`config.mk`:
```
export PLATFORM = sky130hd
export DESIGN_NAME = spike_rate_decoder
export DESIGN_NICKNAME = d
export VERILOG_FILES = /design/src/rtl/spike_rate_decoder.sv
export SDC_FILE = /design/constraint.sdc
export NUM_CORES = 1
export LEC_CHECK = 0
export CORE_ASPECT_RATIO = 2
export CORE_UTILIZATION = 45
export DETAILED_ROUTE_END_ITERATION = 10
export PLACE_DENSITY = 0.76
export SLEW_MARGIN = 10
export SYNTH_ARGS = -nofsm -noshare
export SYNTH_HDL_FRONTEND = slang
export SYNTH_SLANG_ARGS = --single-unit
export TNS_END_PERCENT = 50
```
`constraint.sdc`:
```
create_clock -name clk -period 1.8 [get_ports clk]
set_input_delay 0.36 -clock clk [delete_from_list [all_inputs] [get_ports clk]]
set_output_delay 0.36 -clock clk [all_outputs]
set_load 0.005 [all_outputs]
```
`src/rtl/spike_rate_decoder.sv`:
```
// Rate decoder: counts spikes over a 2^WINDOW_LOG2-sample window and emits a scaled intensity on a valid/ready stream.
// Optional inter-spike-interval readout (last_isi) is built when SPIKE_DECODER_ISI_EN is defined.
module spike_rate_decoder #(
    parameter int DATA_WIDTH  = 8,
    parameter int WINDOW_LOG2 = 8
) (
    input  logic                  clk,
    input  logic                  rst_n,
    input  logic                  enable,
    input  logic                  clear,
    input  logic                  spike,
    input  logic                  spike_valid,
    input  logic                  rate_ready,
    output logic [DATA_WIDTH-1:0] rate_out,
    output logic                  rate_valid,
    output logic                  overrun,
`ifdef SPIKE_DECODER_ISI_EN
    output logic                  window_busy,
    output logic [15:0]           last_isi
`else
    output logic                  window_busy
`endif
);

    localparam int CW  = WINDOW_LOG2 + 1;
    localparam int SW  = ((DATA_WIDTH > WINDOW_LOG2) ? DATA_WIDTH : WINDOW_LOG2) + 2;
    localparam int SHL = (DATA_WIDTH >= WINDOW_LOG2) ? (DATA_WIDTH - WINDOW_LOG2) : 0;
    localparam int SHR = (DATA_WIDTH >= WINDOW_LOG2) ? 0 : (WINDOW_LOG2 - DATA_WIDTH);
    localparam logic [CW-1:0] WIN_LAST = CW'((1 << WINDOW_LOG2) - 1);
    localparam logic [SW-1:0] RATE_MAX = {{(SW-DATA_WIDTH){1'b0}}, {DATA_WIDTH{1'b1}}};

    typedef enum logic {OUT_EMPTY, OUT_FULL} out_state_e;

    logic [CW-1:0]         sample_cnt_q, sample_cnt_d;
    logic [CW-1:0]         spike_cnt_q, spike_cnt_d;
    logic [CW-1:0]         spike_total;
    logic [SW-1:0]         scaled;
    logic [DATA_WIDTH-1:0] rate_value;
    logic [DATA_WIDTH-1:0] rate_out_q, rate_out_d;
    logic                  overrun_q, overrun_d;
    logic                  sample_take, window_done, load;
    out_state_e            state_q, state_d;

    // Counters return to zero on the completing sample, so the next sample opens a new window.
    always_comb begin
        sample_take  = enable && spike_valid;
        window_done  = sample_take && (sample_cnt_q == WIN_LAST);
        spike_total  = spike_cnt_q + CW'(spike);
        sample_cnt_d = sample_cnt_q;
        spike_cnt_d  = spike_cnt_q;
        if (clear || window_done) begin
            sample_cnt_d = '0;
            spike_cnt_d  = '0;
        end else if (sample_take) begin
            sample_cnt_d = sample_cnt_q + 1'b1;
            spike_cnt_d  = spike_total;
        end
    end

    always_comb begin
        scaled     = (SW'(spike_total) << SHL) >> SHR;
        rate_value = (scaled > RATE_MAX) ? {DATA_WIDTH{1'b1}} : scaled[DATA_WIDTH-1:0];
    end

    always_ff @(posedge clk or negedge rst_n) begin
        if (!rst_n) state_q <= OUT_EMPTY;
        else        state_q <= state_d;
    end

    always_comb begin
        state_d = state_q;
        if (clear) begin
            state_d = OUT_EMPTY;
        end else begin
            case (state_q)
                OUT_EMPTY: if (window_done) state_d = OUT_FULL;
                OUT_FULL:  if (!window_done && rate_ready) state_d = OUT_EMPTY;
                default:   state_d = OUT_EMPTY;
            endcase
        end
    end

    // A completion while full only replaces the held value if it is being accepted this cycle.
    always_comb begin
        rate_valid = (state_q == OUT_FULL);
        load       = window_done && !clear && ((state_q == OUT_EMPTY) || rate_ready);
        rate_out_d = clear ? '0 : (load ? rate_value : rate_out_q);
        overrun_d  = !clear && (overrun_q ||
                     (window_done && (state_q == OUT_FULL) && !rate_ready));
    end

    always_ff @(posedge clk or negedge rst_n) begin
        if (!rst_n) begin
            sample_cnt_q <= '0;
            spike_cnt_q  <= '0;
            rate_out_q   <= '0;
            overrun_q    <= 1'b0;
        end else begin
            sample_cnt_q <= sample_cnt_d;
            spike_cnt_q  <= spike_cnt_d;
            rate_out_q   <= rate_out_d;
            overrun_q    <= overrun_d;
        end
    end

    assign rate_out    = rate_out_q;
    assign overrun     = overrun_q;
    assign window_busy = (sample_cnt_q != '0);

`ifdef SPIKE_DECODER_ISI_EN
    logic [15:0] isi_cnt_q, isi_cnt_d;
    logic [15:0] last_isi_q, last_isi_d;
    logic [15:0] isi_next;

    // The interval runs across window boundaries; only clear or reset restarts it.
    always_comb begin
        isi_next   = (isi_cnt_q == 16'hFFFF) ? isi_cnt_q : isi_cnt_q + 16'd1;
        isi_cnt_d  = isi_cnt_q;
        last_isi_d = last_isi_q;
        if (clear) begin
            isi_cnt_d  = '0;
            last_isi_d = '0;
        end else if (sample_take) begin
            if (spike) begin
                last_isi_d = isi_next;
                isi_cnt_d  = '0;
            end else begin
                isi_cnt_d  = isi_next;
            end
        end
    end

    always_ff @(posedge clk or negedge rst_n) begin
        if (!rst_n) begin
            isi_cnt_q  <= '0;
            last_isi_q <= '0;
        end else begin
            isi_cnt_q  <= isi_cnt_d;
            last_isi_q <= last_isi_d;
        end
    end

    assign last_isi = last_isi_q;
`endif

endmodule
```
==> results <==
- The area share of xor/xnor cells in the synthesized design is 4.17%.
- The initial detailed-routing violation count is 37.
- The number of max-slew violations in the final report is 0.
- The via count is 1,320.
- Yosys attributes the largest share of cell area to dfrtp_1 (48%), a22o_1 (6.6%), ha_1 (5.1%), o21ai_0 (3.4%), xnor2_1 (3.0%).
- The most critical setup path has its endpoint at rate_out[6].
- For this design, the slowest cell found on the critical path is dfrtp_2.
- Global routing consumed, over all layers together, 23.2% of the routing resources.
- The flow ran to the end, and the final reports show no timing, DRC or antenna violations.
- The number of instances in the placed design is 209.
- The most area-hungry cell type in the Yosys netlist is dfrtp_1.
- The cell count after synthesis is 144.
- The maximum clock insertion buffer count is 2.
- The number of antenna diodes in the final layout is 0.
- The sum of routed wire length over all layers is 3840 um.
- The combinational family with the most area after synthesis is simple AND/OR/NAND/NOR gates.
- The total overflow left after global routing is 0.
- The first-pass detailed-route iteration total is 4.
- The share of the synthesized area in compound gates (AO/OA/AOI/OAI) is 18.2%.
- On the final layout, the worst clock skew is 4.06 ps.
- In this run the remaining antenna-violating nets after routing total 0.
- The minimum period implied by the final worst setup slack is 1800 ps.
- The reported net switching power is 0.000276 W.
- The final-stage net count is 200.
- The horizontal extent of the die is 42.4 um.
- The wire-length estimate of the detail-placed layout is 2630 um.
- The area of the core is 3160 um^2.
- For this design the ratio of total power to cell area is 615 nW/um^2.
- Of all flip-flops after synthesis, the portion carrying an async set or reset was 100%.
- Of the post-synthesis cell area, the dominant cell type holds 47.7%.
- Clock tree synthesis found a total of 28 sinks.
- Of the synthesized area, sequential elements account for 47.7%.
- The achievable clock frequency is 0.557 GHz.
- The final cell count without fillers is 217.
- Across the VDD grid, the largest voltage drop is 0.000683 V.
- For this run, design rule violations remaining after detail routing come to 0.
- Compared with the post-synthesis result, the final layout area differs by 39.4%.
- Counting flops with a built-in enable in the synthesized netlist gives 0.
- The row count is 29.
- The share of total power dissipated in sequential elements is 50.6%.
- Summing the areas of all fa, ha and maj instances in the mapped netlist gives 5.11% of the synthesized area.
- The worst pin sits at a relative slew slack of 76.7%.
- The startpoint type of the worst setup path is a flop.
- Counting every net in the synthesized netlist gives 157.
- Setup repair after global routing could not meet its margin everywhere.
- The analysis attributes to cell leakage a power of 0.931 nW.
- In this run, the clock network consumes 40.4% of the power.
- The final hold violation count came to 0.
- The congestion estimate from routability-driven global placement came to 0.800.
- The initial utilization of the core area, before any placement, comes to 46.5%.
- Summing all non-filler instances in the final layout gives an area of 2050 um^2.
- The largest net degree at the start of global routing is 29.
- The worst flop-to-flop path endpoint is rate_out[6].
- The kind of critical path is flop to flop.
- The buffer cell driving the clock tree root is clkbuf_8.
- The die covers 3510 um^2.
- After clock tree synthesis, the clock-pin slew on the worst setup and hold paths is 100 ps.
- The signal on the critical path passes through nand3_1 > nor3_4 > ha_4 > nand3_4 > nor3_2 > buf_4 > a22o_1.
- The floorplan step set the die height to 82.8 um.
- The ratio of routed vias to standard cells is 6.08.
- The area of the mapped netlist is 1470 um^2.
- The count of final setup violators is 0.
- The via count of the first global-routing pass came to 1,440.
- The path class of the lowest-slack min-delay path is input pin to asynchronous set/reset pin.
- The worst-case register-to-register setup slack is 4 ps.
- The portion of synthesized area spent on multiplexers is 0%.
- The post-synthesis register bit count is 28.
- The depth of the worst register-to-register path is 7.
- The element type at the critical path end is a flop.
- The data required time at the worst endpoint is 2030 ps.
- The number of antenna violations at the first check in global routing came to 0.
- A synthesized cell averages 10.2 um^2.
- The launch point of the critical path is sample_cnt_q[4].
- The internal power component is 0.000982 W.
- The data arrival time of the critical path is 2020 ps.
- Across all hold checks on the routed design, the worst slack comes to 447 ps.
- The simple-gate portion of the synthesized area is 21.6%.
- Of all nets on the critical path, the largest fanout is 8.
- The fraction of layout instances using a drive strength above 1 is 30.6%.
- The dominant synthesized flop cell is dfrtp_1.
- The number of port buffers is 17.
- The clock tree from TritonCTS is yes.
- The first-pass GRT wire length is 6340 um.
- The reg-to-reg critical path startpoint is sample_cnt_q[4].
- In this run the number of H-tree levels came out at 1.
- The placed instances occupy a cell area of 1820 um^2.
- The total of max-cap violations is 0.
- Counting the buffers created by CTS gives 3.
- Yosys printed 0 warnings.
- The average wire per cell in the routed design is 17.7 um.
- Net switching is 22.0% of the power.
- The transition at the pin with the smallest max-transition slack is 350 ps.
- The clock reaches the later pin of the worst-skew pair after 280 ps.
- After synthesis, the netlist uses 37 different library cells.
- Dividing the final minimum period by the clock period gives 99.8%.
- In this run, the combinational gates consume 9.0% of the power.
- The peak per-stage delay on the critical path is 440 ps.
- 18 I/O pins were placed.
[cell usage after synthesis (all sizes together) (2+ instances only)]
cell and instances:
xnor2 5, nor2 10, ha 6, nand4 5, nor4b 2, nor3 5, nor2b 3, a21o 3
dfrtp 28, o31ai 2, buf 5, or3 4, o21ai 11, nand3b 2, xor2 2, a22o 11
nand2b 2, nand3 9, a21oi 7, nand2 9, inv 3
[sequential cells by signal, summed over array words and instances (netlist names)]
| register | count |
|---|---|
| spike_cnt_q | 9 |
| sample_cnt_q | 9 |
| overrun | 1 |
| rate_out | 8 |
| rate_valid | 1 |
[power by group through the flow]
stage	Clock (W)	Combinational, W	Sequential (W)
2_1_floorplan	0	0.0000360	0.000649
3_3_place_gp	0	0.0000948	0.000648
3_5_place_dp	0	0.0000995	0.000649
4_1_cts	0.000501	0.000103	0.000637
5_1_grt	0.000534	0.000123	0.000637
6_report	0.000509	0.000114	0.000636
[placed cells by master, fill, tap and decap left out, types with 3 or more instances in the layout]
cell,n
a21o_1,3
a21oi_1,5
a22o_1,11
buf_4,26
clkbuf_8,3
clkdlybuf4s50_1,15
dfrtp_1,26
ha_2,3
inv_1,3
nand2_1,8
nand3_1,7
nand4_1,5
nor2_1,8
nor2b_1,3
o21ai_0,9
xnor2_1,5
[kinds of logic after synthesis]
kind of cell    after synthesis
buf+inv                       9
flops                        28
simple gates                 56
xor+xnor                      7
compound gates               38
fa+ha+maj                     6
[worst min-delay path by stage]
| stage | start | end | depth (start not counted) |
|---|---|---|---|
| detailed placement | rate_out[5] | rate_out[5] | 1 |
| CTS | rst_n | rate_out[4] | 2 |
| global placement | rate_out[4] | rate_out[4] | 1 |
| finish | rst_n | rate_out[6] | 2 |
| floorplan | rst_n | overrun | 0 |
| global route | rst_n | rate_out[4] | 2 |
[routing by layer]
layer	vias up	global-route usage (%)	routed length, um
met5	-	0	0
met4	0	15.1	279
met3	22	2.39	94
met2	36	42.1	2140
met1	645	23.6	1330
li1	617	-	-
[through the flow]
step	util [%]	power (W)	TNS, ps	setup WS [ps]
after detailed placement	57.5	0.000749	-4150	-392
after global placement	57.5	0.000743	-3340	-318
after CTS	62.3	0.00124	-8.07	-8.07
after floorplan	-	0.000685	0	83.0
after global routing	64.9	0.00129	-916	-119
final	64.9	0.00126	0	3.56
[repair_timing]
item	4_1_cts	5_1_grt
hold buffers	0	0
pin swaps	3	3
resized for setup	16	17
endpoints found under the setup margin	16	21
buffers inserted	3	1
[critical path: cells and delay by family, from the launching register on]
kind,cells,cell delay (ps)
adder cells (fa/ha/maj),1,210
AND/OR/NAND/NOR,4,760
buffers and inverters,1,190
AO/OA/AOI/OAI,1,130
flip-flops,1,440
[layout make-up]
class / instances / area, um^2
Clock inverter: 1 / 30.0
Inverter: 3 / 11.3
Clock buffer: 3 / 41.3
Fill cell: 237 / 1110
Multi-Input combinational cell: 107 / 853
Tap cell: 31 / 38.8
Timing Repair Buffer: 44 / 370
Sequential cell: 28 / 703
(Power assumes the default switching activity.)
